===== config.mk =====
export PLATFORM = sky130hd
export DESIGN_NAME = multicycle_control
export DESIGN_NICKNAME = d
export VERILOG_FILES = /design/src/rtl/multicycle_control.sv
export SDC_FILE = /design/constraint.sdc
export NUM_CORES = 1
export LEC_CHECK = 0
export CORE_UTILIZATION = 47
export DETAILED_ROUTE_END_ITERATION = 10
export PLACE_DENSITY = 0.78
export SLEW_MARGIN = 40
export SYNTH_ARGS = -nofsm -noshare
export SYNTH_HDL_FRONTEND = slang
export SYNTH_SLANG_ARGS = --single-unit

===== constraint.sdc =====
create_clock -name clock -period 3.95 [get_ports clock]
set_input_delay 0.79 -clock clock [delete_from_list [all_inputs] [get_ports clock]]
set_output_delay 0.79 -clock clock [all_outputs]
set_load 0.01 [all_outputs]

===== src/rtl/multicycle_control.sv =====
// Main control FSM of the 8-bit multicycle MIPS datapath (Moore, one state per clock).
// Define MULTICYCLE_ADDI_EN to add the ADDI_EX/ADDI_WB states for opcode 001000.
module multicycle_control (
   input  logic       clock,
   input  logic       resetN,
   input  logic [5:0] opcode,
   output logic       PCWrite,
   output logic       PCWriteCond,
   output logic       IorD,
   output logic       memRead,
   output logic       memWrite,
   output logic       IRWrite,
   output logic       memToReg,
   output logic       regDst,
   output logic       writeDataSignal,
   output logic       ALUSrcA,
   output logic [1:0] ALUSrcB,
   output logic [1:0] ALUOp,
   output logic [1:0] PCSource,
   output logic       illegalOp,
   output logic [3:0] state
);

   localparam int unsigned StateW = 4;
   localparam int unsigned OpW    = 6;

   localparam logic [OpW-1:0] OpRtype = 6'b000000;
   localparam logic [OpW-1:0] OpLw    = 6'b100011;
   localparam logic [OpW-1:0] OpSw    = 6'b101011;
   localparam logic [OpW-1:0] OpBeq   = 6'b000100;
   localparam logic [OpW-1:0] OpJ     = 6'b000010;
`ifdef MULTICYCLE_ADDI_EN
   localparam logic [OpW-1:0] OpAddi  = 6'b001000;
`endif

   typedef enum logic [StateW-1:0] {
      START     = 4'd0,
      FETCH     = 4'd1,
      DECODE    = 4'd2,
      MEM_ADDR  = 4'd3,
      MEM_READ  = 4'd4,
      MEM_WB    = 4'd5,
      MEM_WRITE = 4'd6,
      R_EXEC    = 4'd7,
      R_WB      = 4'd8,
      BRANCH    = 4'd9,
`ifdef MULTICYCLE_ADDI_EN
      JUMP      = 4'd10,
      ADDI_EX   = 4'd11,
      ADDI_WB   = 4'd12
`else
      JUMP      = 4'd10
`endif
   } state_e;

   typedef struct packed {
      logic       pc_write;
      logic       pc_write_cond;
      logic       i_or_d;
      logic       mem_read;
      logic       mem_write;
      logic       ir_write;
      logic       mem_to_reg;
      logic       reg_dst;
      logic       reg_write;
      logic       alu_src_a;
      logic [1:0] alu_src_b;
      logic [1:0] alu_op;
      logic [1:0] pc_source;
   } ctrl_t;

   state_e state_q, state_d;
   ctrl_t  ctrl_q, ctrl_d;
   logic   illegal_q, illegal_d;

   // State and control registers; controls are decoded from the next state so they
   // line up with state_q and clear immediately on reset.
   always_ff @(posedge clock or negedge resetN) begin
      if (!resetN) begin
         state_q   <= START;
         ctrl_q    <= '0;
         illegal_q <= 1'b0;
      end else begin
         state_q   <= state_d;
         ctrl_q    <= ctrl_d;
         illegal_q <= illegal_d;
      end
   end

   // Next-state logic; unknown opcodes and unused codes fall back to FETCH.
   always_comb begin
      state_d   = FETCH;
      illegal_d = 1'b0;
      case (state_q)
         START:    state_d = FETCH;
         FETCH:    state_d = DECODE;
         DECODE: begin
            case (opcode)
               OpRtype:    state_d = R_EXEC;
               OpLw, OpSw: state_d = MEM_ADDR;
               OpBeq:      state_d = BRANCH;
               OpJ:        state_d = JUMP;
`ifdef MULTICYCLE_ADDI_EN
               OpAddi:     state_d = ADDI_EX;
`endif
               default: begin
                  state_d   = FETCH;
                  illegal_d = 1'b1;
               end
            endcase
         end
         MEM_ADDR: begin
            if (opcode == OpLw)      state_d = MEM_READ;
            else if (opcode == OpSw) state_d = MEM_WRITE;
            else                     state_d = FETCH;
         end
         MEM_READ: state_d = MEM_WB;
         R_EXEC:   state_d = R_WB;
`ifdef MULTICYCLE_ADDI_EN
         ADDI_EX:  state_d = ADDI_WB;
`endif
         default:  state_d = FETCH;
      endcase
   end

   // Control decode of the state being entered.
   always_comb begin
      ctrl_d = '0;
      case (state_d)
         FETCH: begin
            ctrl_d.mem_read  = 1'b1;
            ctrl_d.ir_write  = 1'b1;
            ctrl_d.alu_src_b = 2'b01;
            ctrl_d.pc_write  = 1'b1;
         end
         DECODE:   ctrl_d.alu_src_b = 2'b11;
         MEM_ADDR: begin
            ctrl_d.alu_src_a = 1'b1;
            ctrl_d.alu_src_b = 2'b10;
         end
         MEM_READ: begin
            ctrl_d.mem_read = 1'b1;
            ctrl_d.i_or_d   = 1'b1;
         end
         MEM_WB: begin
            ctrl_d.reg_write  = 1'b1;
            ctrl_d.mem_to_reg = 1'b1;
         end
         MEM_WRITE: begin
            ctrl_d.mem_write = 1'b1;
            ctrl_d.i_or_d    = 1'b1;
         end
         R_EXEC: begin
            ctrl_d.alu_src_a = 1'b1;
            ctrl_d.alu_op    = 2'b10;
         end
         R_WB: begin
            ctrl_d.reg_write = 1'b1;
            ctrl_d.reg_dst   = 1'b1;
         end
         BRANCH: begin
            ctrl_d.alu_src_a     = 1'b1;
            ctrl_d.alu_op        = 2'b01;
            ctrl_d.pc_write_cond = 1'b1;
            ctrl_d.pc_source     = 2'b01;
         end
         JUMP: begin
            ctrl_d.pc_write  = 1'b1;
            ctrl_d.pc_source = 2'b10;
         end
`ifdef MULTICYCLE_ADDI_EN
         ADDI_EX: begin
            ctrl_d.alu_src_a = 1'b1;
            ctrl_d.alu_src_b = 2'b10;
         end
         ADDI_WB:  ctrl_d.reg_write = 1'b1;
`endif
         default:  ctrl_d = '0;
      endcase
   end

   assign PCWrite         = ctrl_q.pc_write;
   assign PCWriteCond     = ctrl_q.pc_write_cond;
   assign IorD            = ctrl_q.i_or_d;
   assign memRead         = ctrl_q.mem_read;
   assign memWrite        = ctrl_q.mem_write;
   assign IRWrite         = ctrl_q.ir_write;
   assign memToReg        = ctrl_q.mem_to_reg;
   assign regDst          = ctrl_q.reg_dst;
   assign writeDataSignal = ctrl_q.reg_write;
   assign ALUSrcA         = ctrl_q.alu_src_a;
   assign ALUSrcB         = ctrl_q.alu_src_b;
   assign ALUOp           = ctrl_q.alu_op;
   assign PCSource        = ctrl_q.pc_source;
   assign illegalOp       = illegal_q;
   assign state           = StateW'(state_q);

endmodule


==> flow_summary.ini <==
[synth]
avgSynthCellArea_um2 = 10.5
mappedNetlistArea_um2 = 852
yosysSeqAreaShare_pct = 58.7
ys_ff_latch = 20
syn_nets = 89
ys.warnings.count = 0
post_synth_inst_count = 81
synthDistinctLibCells = 30

[clocking]
postCtsSetupBuffers = 0
clk_pin_slew_ps = 110
ctsRootBufferMaster = sky130_fd_sc_hd__clkbuf_4
cts.htree.levels = 1
worst_skew_pair_later_pin_latency_ps = 310
clockBufferDepth = 2
hold_buffers = 0
cts_tree = done
clock_sinks = 20
cts-buffers-inserted = 3
cts_resized = 0

[floorplanning]
die_height_um = 44.6
cell_rows = 15
io_pins = 29
initial_core_util_pct = 49.9
design.die.area_mm2 = 0.00199
coreArea_mm2 = 0.00171
die_width_um = 44.6

[setup_path]
crit_required_ps = 4150
crit_arrival_ps = 2620
criticalPathCategory = in2reg
crit_path_max_fanout = 4
cp-end-kind = flop
worst_setup_path_start_kind = primary input

[detailed_routing]
detail_route.wl_per_cell_um = 12.0
route.final.wire_length_um = 1600
viasPerCell = 5.14
drcViolationCount = 0
vias = 683
route.antenna.remaining_nets = 0
dr.first_iter.drc_count = 22
drt_pre_antenna_iters = 4

[global_routing]
grt_pass1_wl_um = 2620
grtUsageTotal_pct = 17.8
grt_use_met1_pct = 25.0
global_route.usage.met3_pct = 2.45
grt_start_max_net_pins = 21
number_of_global_route_vias_before_repair = 589
antenna_violations_before_repair = 0
overflow = 0
gr-max-usage-layer = met2
met2_track_utilization_from_global_routing_pct = 27.6

[timing]
worst_slew_margin_rel_pct = 62.5
timing_hold_violations_final = 0
timing.fmax_ghz = 0.414
final.min_clock_period_ps = 2420
worst_clock_skew_ps = 6.76
drv_slew = 0
rsz0062_at_grt = false
finalSetupViolCount = 0
worst_slew_pin_slew_ps = 557
final.setup.worst_slack_ps = 1530
period_share_pct = 61.2
timing.setup.tns_ps = 0

[layout]
drive_gt1_share_pct = 8.33
n_antenna_cell = 0
nets = 117
syn_to_final_growth_pct = 39.1
fin_area_mm2 = 0.00118
post_layout_nonfiller_instances = 133

[power]
vdd_drop_max_mv = 0.283
cellLeakagePower_nw = 0.514
pwr_density_cell_mw_per_mm2 = 395

[worst_hold_path]
worst_hold_path_type = in2async

[placement]
detailed_place.area_mm2 = 0.00114
pre_cts_ws_ps = 1200
finalWeightedCongestion = 0.885
dp_hpwl_um = 1170
post_placement_cell_count = 129
port_buf_inserts = 28

[flow_run]
max_cap_violations = 0

[outcome]
status = completed
## stage by stage
stage / hold WS [ps] / power (mW) / utilization, %
final: 402 / 0.468 / 69.4
after detailed placement: 672 / 0.308 / 66.6
after global placement: 662 / 0.306 / 66.6
after CTS: 697 / 0.472 / 69.7
after floorplan: 494 / 0.264 / -
after global routing: 426 / 0.490 / 69.4
## flip-flops by register name, summed over array words and instances (netlist names)
register / count
state: 4
ALUOp: 2
ALUSrcB: 2
PCSource: 2
ALUSrcA: 1
IRWrite: 1
IorD: 1
PCWrite: 1
illegalOp: 1
memRead: 1
memToReg: 1
memWrite: 1
regDst: 1
writeDataSignal: 1
## layout make-up
cell class                 count  area (um^2)
clock buffer                   3         22.5
clock inverter                 1         30.0
fill                         137          523
inverter                       3         11.3
multi-input combinational     53          314
sequential                    20          500
tap                           25         31.3
timing repair buffer          28          275
## layout by cell type, fill, tap and decap left out, drive strengths merged
| master | instances |
|---|---|
| clkdlybuf4s50 | 27 |
| dfrtp | 20 |
| nor2 | 10 |
| nand2 | 6 |
| a21oi | 6 |
| and3 | 3 |
| xnor2 | 3 |
| inv | 3 |
| and2 | 3 |
| clkbuf | 3 |
| nor3 | 2 |
| a32oi | 2 |
| nand3b | 2 |
| nand2b | 2 |
| nor4 | 2 |
| nor2b | 1 |
| o21ai | 1 |
| o211ai | 1 |
| nand4 | 1 |
| nand3 | 1 |
| or3 | 1 |
| or4 | 1 |
| or3b | 1 |
| nand4b | 1 |
| a211oi | 1 |
| or2 | 1 |
| nor3b | 1 |
| bufinv | 1 |
| buf | 1 |
## layer usage
metal  share of wire (%)  wire [um]
met4                 1.2         19
met3                 3.8         60
met2                  46        737
met5                   0          0
met1                  49        781
## critical path, stage by stage
cell                              delay [ps]
sky130_fd_sc_hd__clkdlybuf4s50_1         460
sky130_fd_sc_hd__or4_4                   540
sky130_fd_sc_hd__nand4b_1                210
sky130_fd_sc_hd__a21oi_1                 230
sky130_fd_sc_hd__nor2_1                   90
sky130_fd_sc_hd__or2_2                   290
## power breakdown
part           internal (mW)  switching (mW)  total (mW)
Combinational         0.0414          0.0361      0.0775
Clock                  0.103          0.0620       0.165
Sequential             0.218         0.00839       0.226
## worst paths after layout
| kind | slack, ps | from | to | cells after the start |
|---|---|---|---|---|
| worst max-delay path | 1530 | opcode[3] | PCWrite | 6 |
| worst min-delay path | 400 | resetN | PCSource[1] | 1 |
| worst max register to register | 2040 | state[1] | memRead | 5 |
| worst min register to register | 710 | state[1] | regDst | 2 |
| max in group asynchronous | 3250 | resetN | regDst | 1 |
| min in group clock | 710 | state[1] | regDst | 2 |
## cells by family (layout without fill, tap and decap cells)
family / Yosys count / count (layout) / share of synthesized area (%)
AOI/OAI and AO/OA: 11 / 11 / 8.37
xor gates and xnor gates: 3 / 3 / 3.08
buffers and inverters: 8 / 35 / 4.40
DFF: 20 / 20 / 58.7
and+or+nand+nor: 39 / 39 / 25.4
## cell usage after synthesis
cell / count / area (um^2)
sky130_fd_sc_hd__a211oi_1: 1 / 7.51
sky130_fd_sc_hd__a21oi_1: 5 / 25.0
sky130_fd_sc_hd__a21oi_2: 1 / 8.76
sky130_fd_sc_hd__a32oi_1: 2 / 17.5
sky130_fd_sc_hd__and2_1: 3 / 18.8
sky130_fd_sc_hd__and3_1: 3 / 18.8
sky130_fd_sc_hd__buf_2: 2 / 10.0
sky130_fd_sc_hd__buf_4: 1 / 7.51
sky130_fd_sc_hd__clkbuf_1: 1 / 3.75
sky130_fd_sc_hd__clkbuf_2: 1 / 5.00
sky130_fd_sc_hd__dfrtp_1: 20 / 500
sky130_fd_sc_hd__inv_1: 3 / 11.3
sky130_fd_sc_hd__nand2_1: 6 / 22.5
sky130_fd_sc_hd__nand2b_1: 2 / 12.5
sky130_fd_sc_hd__nand3_1: 1 / 5.00
sky130_fd_sc_hd__nand3b_1: 2 / 15.0
sky130_fd_sc_hd__nand4_1: 1 / 6.26
sky130_fd_sc_hd__nand4b_1: 1 / 8.76
sky130_fd_sc_hd__nor2_1: 10 / 37.5
sky130_fd_sc_hd__nor2b_1: 1 / 6.26
sky130_fd_sc_hd__nor3_1: 2 / 10.0
sky130_fd_sc_hd__nor3b_1: 1 / 7.51
sky130_fd_sc_hd__nor4_1: 2 / 12.5
sky130_fd_sc_hd__o211ai_1: 1 / 7.51
sky130_fd_sc_hd__o21ai_0: 1 / 5.00
sky130_fd_sc_hd__or2_2: 1 / 6.26
sky130_fd_sc_hd__or3_1: 1 / 6.26
sky130_fd_sc_hd__or3b_4: 1 / 11.3
sky130_fd_sc_hd__or4_4: 1 / 11.3
sky130_fd_sc_hd__xnor2_1: 3 / 26.3
(Power assumes the default switching activity.)
